`config.mk`:
```
export PLATFORM = sky130hd
export DESIGN_NAME = wasm_instr_loader_flat
export DESIGN_NICKNAME = d
export VERILOG_FILES = /design/src/rtl/wasm_instr_loader_if.sv /design/src/rtl/wasm_instr_loader.sv /design/src/flat_wrapper.sv
export SDC_FILE = /design/constraint.sdc
export NUM_CORES = 1
export LEC_CHECK = 0
export ABC_AREA = 0
export CAP_MARGIN = 0
export CORE_UTILIZATION = 30
export DETAILED_ROUTE_END_ITERATION = 8
export GPL_ROUTABILITY_DRIVEN = 0
export GPL_TIMING_DRIVEN = 0
export PLACE_DENSITY = 0.55
export SYNTH_ARGS = -nofsm -noshare
export SYNTH_HDL_FRONTEND = slang
export SYNTH_SLANG_ARGS = --single-unit
```
`constraint.sdc`:
```
create_clock -name i_clk -period 3.81 [get_ports i_clk]
set_input_delay 0.9525 -clock i_clk [delete_from_list [all_inputs] [get_ports i_clk]]
set_output_delay 0.9525 -clock i_clk [all_outputs]
set_load 0.1 [all_outputs]
```
`src/rtl/wasm_instr_loader_if.sv`:
```
// Byte-stream in, instruction-memory write port out, plus load status, as one bundle.
// Latency: none, wires only.
// Backpressure: stream side via o_byte_rdy, write side via i_wr_rdy.
interface wasm_instr_loader_if #(
  parameter int WR_BYTES = 4,
  parameter int LOG_WIN  = 2,
  parameter int CNT_W    = 11
);
  // byte stream from the host
  logic                   i_start;
  logic                   i_byte_vld;
  logic [7:0]             i_byte;
  logic                   i_byte_last;
  logic                   o_byte_rdy;
  // write port towards the instruction memory controller
  logic                   o_we;
  logic [8*WR_BYTES-1:0]  o_wr_data;
  logic [LOG_WIN-1:0]     o_write_pointer_shift_minusone;
  logic                   i_wr_rdy;
  // load status
  logic                   o_cpu_hold;
  logic                   o_load_done;
  logic                   o_load_error;
  logic [CNT_W-1:0]       o_byte_count;

  // host / memory side: drives the stream and the write acknowledge
  modport master (
    output i_start, i_byte_vld, i_byte, i_byte_last, i_wr_rdy,
    input  o_byte_rdy, o_we, o_wr_data, o_write_pointer_shift_minusone,
           o_cpu_hold, o_load_done, o_load_error, o_byte_count
  );

  // loader side
  modport slave (
    input  i_start, i_byte_vld, i_byte, i_byte_last, i_wr_rdy,
    output o_byte_rdy, o_we, o_wr_data, o_write_pointer_shift_minusone,
           o_cpu_hold, o_load_done, o_load_error, o_byte_count
  );
endinterface

```
`src/rtl/wasm_instr_loader.sv`:
```
// Packs a WASM code byte stream into WR_BYTES-wide instruction-memory writes; holds the core until a clean load.
// Latency: beat-completing byte at edge n -> o_we high in cycle n+1; peak WR_BYTES bytes per WR_BYTES+1 cycles.
// Backpressure: o_byte_rdy drops while a beat waits for i_wr_rdy; beat data/shift held stable until accepted.
// Optional WASM_LOADER_HDR_CHECK_EN: checks and strips the 8-byte module header (magic + version 1).
module wasm_instr_loader #(
  parameter int WR_BYTES  = 4,
  parameter int LOG_WIN   = 2,
  parameter int MAX_BYTES = 1024,
  parameter int CNT_W     = 11
) (
  input  logic                 i_clk,
  input  logic                 i_rst,
  wasm_instr_loader_if.slave   bus
);

  localparam int K_W = LOG_WIN + 1;

`ifdef WASM_LOADER_HDR_CHECK_EN
  typedef enum logic [2:0] {S_IDLE, S_HDR, S_COLLECT, S_WRITE, S_DONE, S_ERR} state_t;
  // header byte i sits in bits [8i+7:8i]: 00 61 73 6D 01 00 00 00
  localparam logic [63:0] HDR_MAGIC = 64'h0000_0001_6D73_6100;
`else
  typedef enum logic [2:0] {S_IDLE, S_COLLECT, S_WRITE, S_DONE, S_ERR} state_t;
`endif

  state_t                       state;
  state_t                       state_nxt;
  logic [WR_BYTES-1:0][7:0]     beat;
  logic [K_W-1:0]               lane_cnt;
  logic                         beat_last;
  logic [CNT_W-1:0]             byte_count;
  logic                         byte_rdy;
  logic                         byte_acc;
  logic                         start_ok;
  logic                         cap_hit;
  logic [CNT_W:0]               fill_level;

`ifdef WASM_LOADER_HDR_CHECK_EN
  logic [2:0]                   hdr_idx;
  logic                         hdr_match;
  assign hdr_match = (bus.i_byte == HDR_MAGIC[{hdr_idx, 3'b000} +: 8]);
`endif

  // A start is only taken when no load is in flight.
  assign start_ok = bus.i_start &&
                    ((state == S_IDLE) || (state == S_DONE) || (state == S_ERR));

  // Memory is full once written bytes plus buffered lanes reach capacity.
  assign fill_level = {1'b0, byte_count} + (CNT_W+1)'(lane_cnt);
  assign cap_hit    = (fill_level == (CNT_W+1)'(MAX_BYTES));

  // Ready depends on state only, so it never sees same-cycle i_start.
  always_comb begin
    byte_rdy = 1'b0;
    case (state)
`ifdef WASM_LOADER_HDR_CHECK_EN
      S_HDR:     byte_rdy = 1'b1;
`endif
      S_COLLECT: byte_rdy = (lane_cnt < K_W'(WR_BYTES));
      default:   byte_rdy = 1'b0;
    endcase
  end

  assign byte_acc = bus.i_byte_vld && byte_rdy;

  // Load sequencing: header check, collect, write, and terminal states.
  always_comb begin
    state_nxt = state;
    case (state)
      S_IDLE, S_DONE, S_ERR: begin
        if (bus.i_start) begin
`ifdef WASM_LOADER_HDR_CHECK_EN
          state_nxt = S_HDR;
`else
          state_nxt = S_COLLECT;
`endif
        end
      end
`ifdef WASM_LOADER_HDR_CHECK_EN
      S_HDR: begin
        if (byte_acc) begin
          if (!hdr_match || bus.i_byte_last) state_nxt = S_ERR;
          else if (hdr_idx == 3'd7)          state_nxt = S_COLLECT;
        end
      end
`endif
      S_COLLECT: begin
        if (byte_acc) begin
          if (cap_hit)
            state_nxt = S_ERR;
          else if ((lane_cnt == K_W'(WR_BYTES - 1)) || bus.i_byte_last)
            state_nxt = S_WRITE;
        end
      end
      S_WRITE: begin
        if (bus.i_wr_rdy) state_nxt = beat_last ? S_DONE : S_COLLECT;
      end
      default: state_nxt = S_IDLE;
    endcase
  end

  // State register.
  always_ff @(posedge i_clk or posedge i_rst) begin
    if (i_rst) state <= S_IDLE;
    else       state <= state_nxt;
  end

  // Lane packing, beat release and written-byte accounting.
  always_ff @(posedge i_clk or posedge i_rst) begin
    if (i_rst) begin
      beat       <= '0;
      lane_cnt   <= '0;
      beat_last  <= 1'b0;
      byte_count <= '0;
    end else if (start_ok) begin
      beat       <= '0;
      lane_cnt   <= '0;
      beat_last  <= 1'b0;
      byte_count <= '0;
    end else begin
      case (state)
        S_COLLECT: begin
          if (byte_acc) begin
            if (cap_hit) begin
              // overflow byte is swallowed and the partial beat is dropped
              beat      <= '0;
              lane_cnt  <= '0;
              beat_last <= 1'b0;
            end else begin
              beat[lane_cnt[LOG_WIN-1:0]] <= bus.i_byte;
              lane_cnt  <= lane_cnt + K_W'(1);
              beat_last <= bus.i_byte_last;
            end
          end
        end
        S_WRITE: begin
          if (bus.i_wr_rdy) begin
            byte_count <= byte_count + CNT_W'(lane_cnt);
            beat       <= '0;
            lane_cnt   <= '0;
            beat_last  <= 1'b0;
          end
        end
        default: ;
      endcase
    end
  end

`ifdef WASM_LOADER_HDR_CHECK_EN
  // Position within the 8-byte module header.
  always_ff @(posedge i_clk or posedge i_rst) begin
    if (i_rst)                           hdr_idx <= '0;
    else if (start_ok)                   hdr_idx <= '0;
    else if (state == S_HDR && byte_acc) hdr_idx <= hdr_idx + 3'd1;
  end
`endif

  // Write port and status are pure decodes of registered state.
  assign bus.o_byte_rdy   = byte_rdy;
  assign bus.o_we         = (state == S_WRITE);
  assign bus.o_wr_data    = (state == S_WRITE) ? beat : '0;
  assign bus.o_write_pointer_shift_minusone =
      (state == S_WRITE) ? LOG_WIN'(lane_cnt - K_W'(1)) : '0;
  assign bus.o_cpu_hold   = (state != S_DONE);
  assign bus.o_load_done  = (state == S_DONE);
  assign bus.o_load_error = (state == S_ERR);
  assign bus.o_byte_count = byte_count;

endmodule

```
`src/flat_wrapper.sv`:
```
// flat-port wrapper written by rule: the top's interface ports become plain ports
module wasm_instr_loader_flat 
#(
  parameter int WR_BYTES  = 4,
  parameter int LOG_WIN   = 2,
  parameter int MAX_BYTES = 1024,
  parameter int CNT_W     = 11
)
  (i_clk, i_rst, bus_i_start, bus_i_byte_vld, bus_i_byte, bus_i_byte_last, bus_i_wr_rdy, bus_o_byte_rdy, bus_o_we, bus_o_wr_data, bus_o_write_pointer_shift_minusone, bus_o_cpu_hold, bus_o_load_done, bus_o_load_error, bus_o_byte_count);
  wasm_instr_loader_if #(.WR_BYTES(WR_BYTES), .LOG_WIN(LOG_WIN), .CNT_W(CNT_W)) bus_i ();
  input  logic i_clk;
  input  logic i_rst;
  input wire logic [$bits(bus_i.i_start)-1:0] bus_i_start;
  input wire logic [$bits(bus_i.i_byte_vld)-1:0] bus_i_byte_vld;
  input wire logic [$bits(bus_i.i_byte)-1:0] bus_i_byte;
  input wire logic [$bits(bus_i.i_byte_last)-1:0] bus_i_byte_last;
  input wire logic [$bits(bus_i.i_wr_rdy)-1:0] bus_i_wr_rdy;
  output wire logic [$bits(bus_i.o_byte_rdy)-1:0] bus_o_byte_rdy;
  output wire logic [$bits(bus_i.o_we)-1:0] bus_o_we;
  output wire logic [$bits(bus_i.o_wr_data)-1:0] bus_o_wr_data;
  output wire logic [$bits(bus_i.o_write_pointer_shift_minusone)-1:0] bus_o_write_pointer_shift_minusone;
  output wire logic [$bits(bus_i.o_cpu_hold)-1:0] bus_o_cpu_hold;
  output wire logic [$bits(bus_i.o_load_done)-1:0] bus_o_load_done;
  output wire logic [$bits(bus_i.o_load_error)-1:0] bus_o_load_error;
  output wire logic [$bits(bus_i.o_byte_count)-1:0] bus_o_byte_count;
  assign bus_i.i_start = bus_i_start;
  assign bus_i.i_byte_vld = bus_i_byte_vld;
  assign bus_i.i_byte = bus_i_byte;
  assign bus_i.i_byte_last = bus_i_byte_last;
  assign bus_i.i_wr_rdy = bus_i_wr_rdy;
  assign bus_o_byte_rdy = bus_i.o_byte_rdy;
  assign bus_o_we = bus_i.o_we;
  assign bus_o_wr_data = bus_i.o_wr_data;
  assign bus_o_write_pointer_shift_minusone = bus_i.o_write_pointer_shift_minusone;
  assign bus_o_cpu_hold = bus_i.o_cpu_hold;
  assign bus_o_load_done = bus_i.o_load_done;
  assign bus_o_load_error = bus_i.o_load_error;
  assign bus_o_byte_count = bus_i.o_byte_count;
  wasm_instr_loader #(.WR_BYTES(WR_BYTES), .LOG_WIN(LOG_WIN), .MAX_BYTES(MAX_BYTES), .CNT_W(CNT_W)) u_core (.i_clk(i_clk), .i_rst(i_rst), .bus(bus_i));
endmodule
```
Word-level counts from Yosys, hierarchy flattened

Index checks and enable logic that the tools add are counted.

Add/subtract/negate cells: 4
$lt $le $gt $ge: 3
Eq/ne operators: 13
Mux-type cells: 31
Reductions and logical operators: 14

Operators by type and width:

| kind                                             | number |
|---|---|
| 2-to-1 mux 32 bit                                | 5 |
| one-hot mux 32 bit (2 select lines)              | 1 |
| 2-to-1 mux 11 bit                                | 3 |
| bitwise mux 32 bit                               | 1 |
| 2-to-1 mux 3 bit                                 | 9 |
| demux 8 bit (select 2 bit)                       | 1 |
| adder 11 x 3 -> 12 bit                           | 1 |
| == test 12 x 11 -> 1 bit (second input constant) | 1 |
| adder 11 x 3 -> 11 bit                           | 1 |
| == test 3 x 2 -> 1 bit (second input constant)   | 3 |
| one-hot mux 3 bit (3 select lines)               | 1 |
| 2-to-1 mux 8 bit                                 | 1 |
| != test 3 x 1 -> 1 bit (second input constant)   | 2 |
| != test 3 x 2 -> 1 bit (second input constant)   | 2 |
| one-hot mux 3 bit (2 select lines)               | 1 |
| 2-to-1 mux 1 bit                                 | 5 |
| 2-to-1 mux 2 bit                                 | 2 |
| != test 2 bit (second input constant)            | 2 |
| AND reduction 4 bit                              | 1 |
| nonzero test 2 bit                               | 2 |
| adder 3 x 1 -> 3 bit (second input constant)     | 1 |
| == test 3 x 1 -> 1 bit (second input constant)   | 1 |
| == test 3 bit (second input constant)            | 1 |
| logical AND 1 bit                                | 3 |
| 12 further kinds                                 | 14 |

Bits in registers: 50
Output and inout port bits: 50

Depth between registers and ports, before layout

Gate-level depths: netlist of the first run.

Depth in word-level cells: 9
Depth in mapped cells: 10
Gate-level depth less buffers: 9

Worst setup path after synthesis of the first run

OpenSTA, ideal clock, no wires.

Path kind: register -> register
Start point: reg u_core.state[1]
End point: reg u_core.beat[24] in the netlist's numbering
Data arrival time: 3.971 ns
Required time: 3.689 ns
Setup slack: -0.282 ns
Cell stages (with the launch flop): 7
Path buffers: 1
Path through: dfrtp_1 -> buf_2 -> nor4b_2 -> nand2_1 -> nand2_4 -> o311ai_2 -> a22o_1

Elaborated cells between the ends (all ways): 16
Classes of those cells: eq/ne (6); mux (3); reduce/logical (7)

RTL lines:

| what                                    | RTL line                 | text |
|---|---|---|
| from (decl)                             | wasm_instr_loader.sv:26  | `state_t state;` |
| from (signal assigned)                  | wasm_instr_loader.sv:105 | `else state <= state_nxt;` |
| == test 3 x 1 -> 1 bit                  | wasm_instr_loader.sv:55  | `case (state)` |
| 2-to-1 mux 1 bit                        | wasm_instr_loader.sv:55  |  |
| named net bus_o_byte_rdy                | flat_wrapper.sv:18       | `output wire logic [$bits(bus_i.o_byte_rdy)-1:0] bus_o_byte_rdy;` |
| logical AND 1 bit                       | wasm_instr_loader.sv:64  | `assign byte_acc = bus.i_byte_vld && byte_rdy;` |
| != test 3 x 1 -> 1 bit (no source line) | n/a                      |  |
| AND reduction 3 bit (no source line)    | n/a                      |  |
| to (signal, indexed assignment)         | wasm_instr_loader.sv:130 | `beat[lane_cnt[LOG_WIN-1:0]] <= bus.i_byte;` |
| to (decl)                               | wasm_instr_loader.sv:28  | `logic [WR_BYTES-1:0][7:0] beat;` |

The timed path passes the listed nets, and every way through them passes these cells.
A chain may end at the register's enable or synchronous reset.

Final worst setup path of the first run

Start point: reg u_core.state[0]
End point: out bus_o_wr_data[25]

Cells in the longest elaborated chain, start to end: 2

Ends and longest elaborated chain:

| what                   | RTL line                 | text |
|---|---|---|
| == test 3 x 2 -> 1 bit | wasm_instr_loader.sv:161 | `assign bus.o_wr_data = (state == S_WRITE) ? beat : '0;` |
| 2-to-1 mux 32 bit      | wasm_instr_loader.sv:161 |  |
| to (decl)              | flat_wrapper.sv:20       | `output wire logic [$bits(bus_i.o_wr_data)-1:0] bus_o_wr_data;` |

Every way passes these cells.

==> impl_metrics.tcl, run 1 <==
set metrics [dict create \
    status "finished, final reports clean" \
    syn_area_um2 2882 \
    drt-pass1-iter-count 4 \
    port_buffers 62 \
    via_count 2331 \
    dp_cells 460 \
    finalNonFillerCells 468 \
    final.setup.tns_ns 0 \
    worstMarginPinSlew_ns 0.9771 \
    clock.fmax_ghz 0.2773 \
    grt_pass1_vias 2356 \
    timing.critical_path.buf_inv 3 \
    postCtsSetupBuffers 0 \
    syn2layout_area_growth_pct 30.79 \
    drv_cap 0 \
    fin_util_pct 40.59 \
    cts_num_sinks 50 \
    cpPeakStageDelay_ns 0.86 \
    clk_latency_ns 0.31 \
    clkSlewWorstSetupHoldPaths_ns 0.11 \
    antenna_cells 0 \
    synth_nets 291 \
    drc 0 \
    cpLargestDelayFamily "buffers and inverters" \
    final-hold-violation-count 0 \
    vdd_ir_drop_max_v 0.0002273 \
    fp.dieH_um 100.0 \
    syn_inst 268 \
    cts_made_buffers 5 \
    hp-class "register to register" \
    wl_mm 7.326 \
    overflow 0 \
    cp_max_fo 10 \
    synth-edff-count 0 \
    post-route-period-util_pct 94.65 \
    start_kind "register" \
    dieArea_um2 10000 \
    cp-end-kind "primary output" \
    path_class "register to primary output" \
    routedWlPerCell_um 15.65 \
    drt-initial-drc-count 73 \
    grt_pass1_wl_mm 12.20 \
    final_cell_area_um2 3769 \
    cp.arrival_ns 2.65 \
    slew_headroom_pct 34.66 \
    rows 35 \
    drive_gt1_share_pct 17.70 \
    avgSynthCellArea_um2 10.75 \
    yosys.area.top_type "dfrtp_1" \
    clockBufferDepth 2 \
    slew_viol_final 0 \
    cp.required_ns 2.86 \
    htreeDepth 2 \
    netlist.area_leader.share_pct 43.42 \
    start_util_pct 31.04 \
    ctsHoldBuffers 0 \
    cts_tree "yes" \
    grt_max_degree 40 \
    synth_ff_type "dfrtp_1" \
    final_antenna_net_count 0 \
    synth-async-reset-ratio_pct 100.0 \
    antenna_found_initial 0 \
    yosys_warnings 0 \
    grt_usage_pct 15.59 \
    crit_top_cell "clkbuf_1" \
    dp_hpwl_mm 5.548 \
    slowest_stage "dlygate4sd2_1" \
    seq_area_frac_synth_pct 43.42 \
    ys_seq_elements 50 \
    path_cells "clkbuf_1 > nor2_2 > clkbuf_1 > and2_1 > dlygate4sd2_1" \
    ioPinCount 64 \
    place_area_um2 3697 \
    min_period_ns 3.606 \
    synthTopCellsByArea "dfrtp_1 43%, a22o_1 10%, and2_1 7.6%" \
    rsz0062_at_grt "false" \
    fin_nets 361 \
    clock-root-buffer "clkbuf_8" \
    vias_per_cell 4.981 \
    total_power_uw 2440 \
    p_leak_uw 0.001635 \
    core_um2 9284 \
    p_per_area_nw_per_um2 647.6 \
    final-setup-viol-count 0 \
    die_x_um 100.0 \
    synth_cell_types 51 \
    skew_ns 0.009944 \
]
==> metrics by stage <==
| step | hold slack [ns] | setup WS [ns] |
|---|---|---|
| finish | 0.5062 | 0.2039 |
| detailed placement | 0.4847 | -0.3475 |
| global route | 0.5215 | 0.004702 |
| CTS | 0.5114 | 0.01255 |
| floorplan | 0.4643 | 0.002468 |
| global placement | 0.4798 | -0.3354 |
==> flip-flops by register name, indices dropped and copies added, names as in the netlist <==
signal,count
u_core.beat,32
u_core.beat_last,1
u_core.bus.o_byte_count,11
u_core.lane_cnt,3
u_core.state,3
==> what timing repair did <==
| item | in CTS | in global routing |
|---|---|---|
| cloned | 0 | 0 |
| gates resized for setup | 80 | 17 |
| endpoints found under the setup margin | 33 | 29 |
==> placed cells by master (no fill, tap or decap), drive strengths merged, types with 4 or more instances in the layout <==
master / synthesis / final
nor2b: 6 / 6
and2: 35 / 35
o211ai: 5 / 5
a21oi: 8 / 8
dlygate4sd2: 0 / 10
dfrtp: 50 / 50
clkbuf: 8 / 13
nor2: 6 / 6
and3: 6 / 6
o311ai: 5 / 5
a211oi: 6 / 6
ha: 8 / 8
nor3b: 5 / 5
a22o: 33 / 33
buf: 3 / 11
nand3: 4 / 4
clkdlybuf4s50: 0 / 29
o31ai: 5 / 5
inv: 13 / 15
nand2: 14 / 14
o21ai: 15 / 15
clkdlybuf4s15: 0 / 14
==> routing by layer <==
layer | routed length, um | up-vias | track usage (%)
li1 | - | 1132 | -
met1 | 3657 | 1146 | 23.00
met2 | 3293 | 45 | 23.98
met3 | 277 | 8 | 2.019
met4 | 99 | 0 | 4.348
met5 | 0 | - | 0
==> cell usage after synthesis (all sizes together), types with 2 or more instances <==
cell,instances
a211oi,6
a21oi,8
a22o,33
a32o,3
and2,35
and3,6
buf,3
clkbuf,8
dfrtp,50
ha,8
inv,13
nand2,14
nand3,4
nand4,2
nor2,6
nor2b,6
nor3,3
nor3b,5
o211ai,5
o21ai,15
o22ai,2
o311ai,5
o31ai,5
or2,3
xnor2,3
==> path summary, 6_finish.rpt <==
path,to,slack [ns],from,cells past startpoint
max in group asynchronous,u_core.beat[12],2.41,i_rst,3
min,u_core.beat[19],0.51,u_core.beat[19],1
min in group asynchronous,u_core.bus.o_byte_count[10],0.90,i_rst,2
max,bus_o_wr_data[25],0.20,u_core.state[0],5
max reg2reg,u_core.beat[13],0.79,u_core.lane_cnt[0],10
min reg2reg,u_core.beat[19],0.51,u_core.beat[19],1
==> area by class of cell <==
type	instances	area (um2)
Timing Repair Buffer	63	610.6
Clock buffer	5	68.82
Buffer	11	52.55
Clock inverter	3	28.78
Fill cell	964	5515
Inverter	13	48.80
Multi-Input combinational cell	194	1546
Tap cell	129	161.4
Sequential cell	50	1251
==> power breakdown <==
group | internal [uW] | switching (uW) | leakage, uW | total [uW]
clock network | 138 | 199 | 0.0000506 | 337
logic | 419 | 906 | 0.000907 | 1320
registers | 683 | 95.7 | 0.000678 | 779
==> kinds of logic after synthesis <==
group                    Yosys count  synth area share, %
buffers and inverters             24                3.474
flip-flops                        50                43.42
multiplexers                       1               0.3474
AND/OR/NAND/NOR                   90                18.89
adder cells (fa/ha/maj)            9                4.169
XOR/XNOR                           4                1.477
AO/OA/AOI/OAI                     90                28.23
Power figures use the tool's default switching activity.
==> run 2, diff against run 1 <==
--- a/config.mk
+++ b/config.mk
@@ -8,6 +8,7 @@
 export ABC_AREA = 0
 export CAP_MARGIN = 0
 export CORE_UTILIZATION = 30
+export CTS_CLUSTER_SIZE = 28
 export DETAILED_ROUTE_END_ITERATION = 8
 export GPL_ROUTABILITY_DRIVEN = 0
 export GPL_TIMING_DRIVEN = 0
==> results of run 2 <==
Same layout as run 1: the final DEF is identical, and so are final timing and power.
==> run 3, diff against run 2 <==
--- a/config.mk
+++ b/config.mk
@@ -10,9 +10,10 @@
 export CORE_UTILIZATION = 30
 export CTS_CLUSTER_SIZE = 28
 export DETAILED_ROUTE_END_ITERATION = 8
+export DONT_BUFFER_PORTS = 1
 export GPL_ROUTABILITY_DRIVEN = 0
 export GPL_TIMING_DRIVEN = 0
-export PLACE_DENSITY = 0.55
+export PLACE_DENSITY = 0.47
 export SYNTH_ARGS = -nofsm -noshare
 export SYNTH_HDL_FRONTEND = slang
 export SYNTH_SLANG_ARGS = --single-unit
==> run 3 against run 2 <==
Effect of this change: utilization fell by 4.5 points; count of clock-buffer cells in the layout stayed put; wire length is 1.5% higher; power fell by 0.97%; clock skew shrank 0.0018 ns; hold slack lost 0.068 ns; sequential share of layout area is 4.3 points higher; clock power is 3% higher; global-route usage shrank 0.17 points; critical path depth unchanged; largest cell class unchanged; register-to-register slack got worse by 0.52 ns.
==> impl_metrics.tcl, run 3 (synthesis gave the netlist of run 1 again) <==
set metrics [dict create \
    multi_input_area_um2 1595 \
    pwr-share-comb_pct 49.8 \
    drc 0 \
    final-setup-viol-count 0 \
    ctsHoldBuffers 0 \
    vdd_ir_drop_max_v 0.0002171 \
    drive_gt1_share_pct 25.09 \
    fin_util_pct 36.05 \
    start_kind "register" \
    regMostFlops "u_core.beat" \
    drt-pass1-iter-count 4 \
    core_um2 9284 \
    clkSlewWorstSetupHoldPaths_ns 0.11 \
    r2r_cells 6 \
    seqPwrFrac_pct 35.8 \
    place_ws_ns 0.07139 \
    start_util_pct 31.04 \
    wl_mm 7.434 \
    setup_slack_ns 0.07901 \
    cts_made_buffers 5 \
    final_antenna_net_count 0 \
    cp-end-kind "primary output" \
    grt_max_degree 41 \
    switchingPower_uw 1208 \
    grt_usage_pct 15.42 \
    routedWlPerCell_um 18.04 \
    layout_common_cells "48 x dfrtp_1, 33 x a22o_1, 26 x and2_2, 15 x o21ai_0, 13 x nand2_1" \
    hp-class "input pin to async pin" \
    min_period_ns 3.731 \
    total_power_uw 2417 \
    clock-root-buffer "clkbuf_8" \
    clockPowerShare_pct 14.4 \
    grt_pass1_wl_mm 11.85 \
    port_buffers 0 \
    dieArea_um2 10000 \
    cp.arrival_ns 2.78 \
    cp_max_fo 10 \
    worstMarginPinSlew_ns 1.371 \
    grt_pass1_vias 2157 \
    path_class "register to primary output" \
    cp.required_ns 2.86 \
    timing.rr.start "u_core.state[1]" \
    rows 35 \
    cts_tree "yes" \
    clk_latency_ns 0.31 \
    regArea_um2 1254 \
    postCtsSetupBuffers 0 \
    cts_num_sinks 50 \
    post-route-period-util_pct 97.93 \
    rsz0062_at_grt "true" \
    slew_viol_final 0 \
    fill_cells 939 \
    antenna_cells 0 \
    clock.fmax_ghz 0.2680 \
    drt-initial-drc-count 88 \
    p_per_area_nw_per_um2 722.1 \
    final-hold-violation-count 0 \
    p_sw_share_pct 49.99 \
    skew_ns 0.008148 \
    p_leak_uw 0.001420 \
    slew_headroom_pct 8.194 \
    htreeDepth 2 \
    dp_hpwl_mm 5.474 \
    fp.dieH_um 100.0 \
    largest_reg_flops 32 \
    clockBufferDepth 2 \
    r2r_setup_slack_ns 0.27 \
    layout_commonest_cell "dfrtp_1" \
    drv_cap 0 \
    antenna_found_initial 0 \
    fin_nets 305 \
    status "finished, final reports clean" \
    die_x_um 100.0 \
    vias_per_cell 5.153 \
    overflow 0 \
    r2r_end "u_core.beat[25]" \
    ioPinCount 64 \
    via_count 2123 \
    syn2layout_area_growth_pct 16.15 \
    intPower_uw 1208 \
]
[run 3: cell types whose count changed in the layout (fill, tap and decap cells not counted), moves of 4 or more]
cell / change
clkdlybuf4s50_1: -29
clkdlybuf4s15_2: -14
and2_1: -27
dlygate4sd2_1: -10
buf_16: +4
and2_2: +26
buf_2: -6
[run 3: worst max-delay path: stages, from the launching register on]
cell and delay, ns:
dfrtp_1 0.43, clkbuf_1 0.27, nor2_1 0.43, clkbuf_1 0.44
clkbuf_1 0.34, and2_2 0.55
[run 3: per-stage QoR]
stage | hold WS [ns] | TNS, ns | instances | instance area [um2]
floorplan | 0.4643 | 0 | 268 | 2895
global placement | 0.4795 | -2.421 | 397 | 3057
detailed placement | 0.4855 | 0 | 404 | 3212
CTS | 0.4404 | 0 | 412 | 3339
global route | 0.4443 | -1.807 | 412 | 3347
finish | 0.4385 | 0 | 412 | 3347
[run 3: layout make-up]
type / instances / area share [%]
inverters: 13 / 1.458
clock inverters: 3 / 0.8598
plain buffers: 11 / 1.533
well taps: 129 / 4.822
multi-input cells: 194 / 47.66
flip-flops and latches: 50 / 37.46
repair buffers: 7 / 4.150
clock buffers: 5 / 2.056
[run 3: layer usage]
| layer | share of wire, % | track usage [%] | vias to the layer above |
|---|---|---|---|
| li1 | - | - | 1015 |
| met1 | 50 | 21.55 | 1065 |
| met2 | 45 | 23.61 | 39 |
| met3 | 3.4 | 3.552 | 4 |
| met4 | 1.1 | 5.017 | 0 |
| met5 | 0 | 0 | - |
[run 3: how the worst max path moves through the flow]
stage                       start                                    end  slack, ns  cells after the start
2_1_floorplan  u_core.lane_cnt[0]  bus_o_write_pointer_shift_minusone[1]      0.002                      3
3_3_place_gp      u_core.state[0]                      bus_o_wr_data[22]      -0.25                      4
3_5_place_dp      u_core.state[0]                       bus_o_wr_data[7]       0.07                      5
4_1_cts           u_core.state[0]                       bus_o_wr_data[7]      0.003                      5
5_1_grt           u_core.state[0]                      bus_o_wr_data[10]      -0.10                      5
6_report          u_core.state[0]                      bus_o_wr_data[15]       0.08                      5
[run 3: repair_timing]
item / CTS / global route
gates resized for setup: 24 / 6
pin swaps: 0 / 0
endpoints found under the setup margin: 24 / 41
[run 3: power by group through the flow]
stage | sequential, uW | clock [uW] | combinational, uW
3_5_place_dp | 875 | 0 | 1210
4_1_cts | 865 | 360 | 1220
2_1_floorplan | 838 | 0 | 976
6_report | 866 | 348 | 1200
5_1_grt | 886 | 376 | 1300
3_3_place_gp | 874 | 0 | 1140
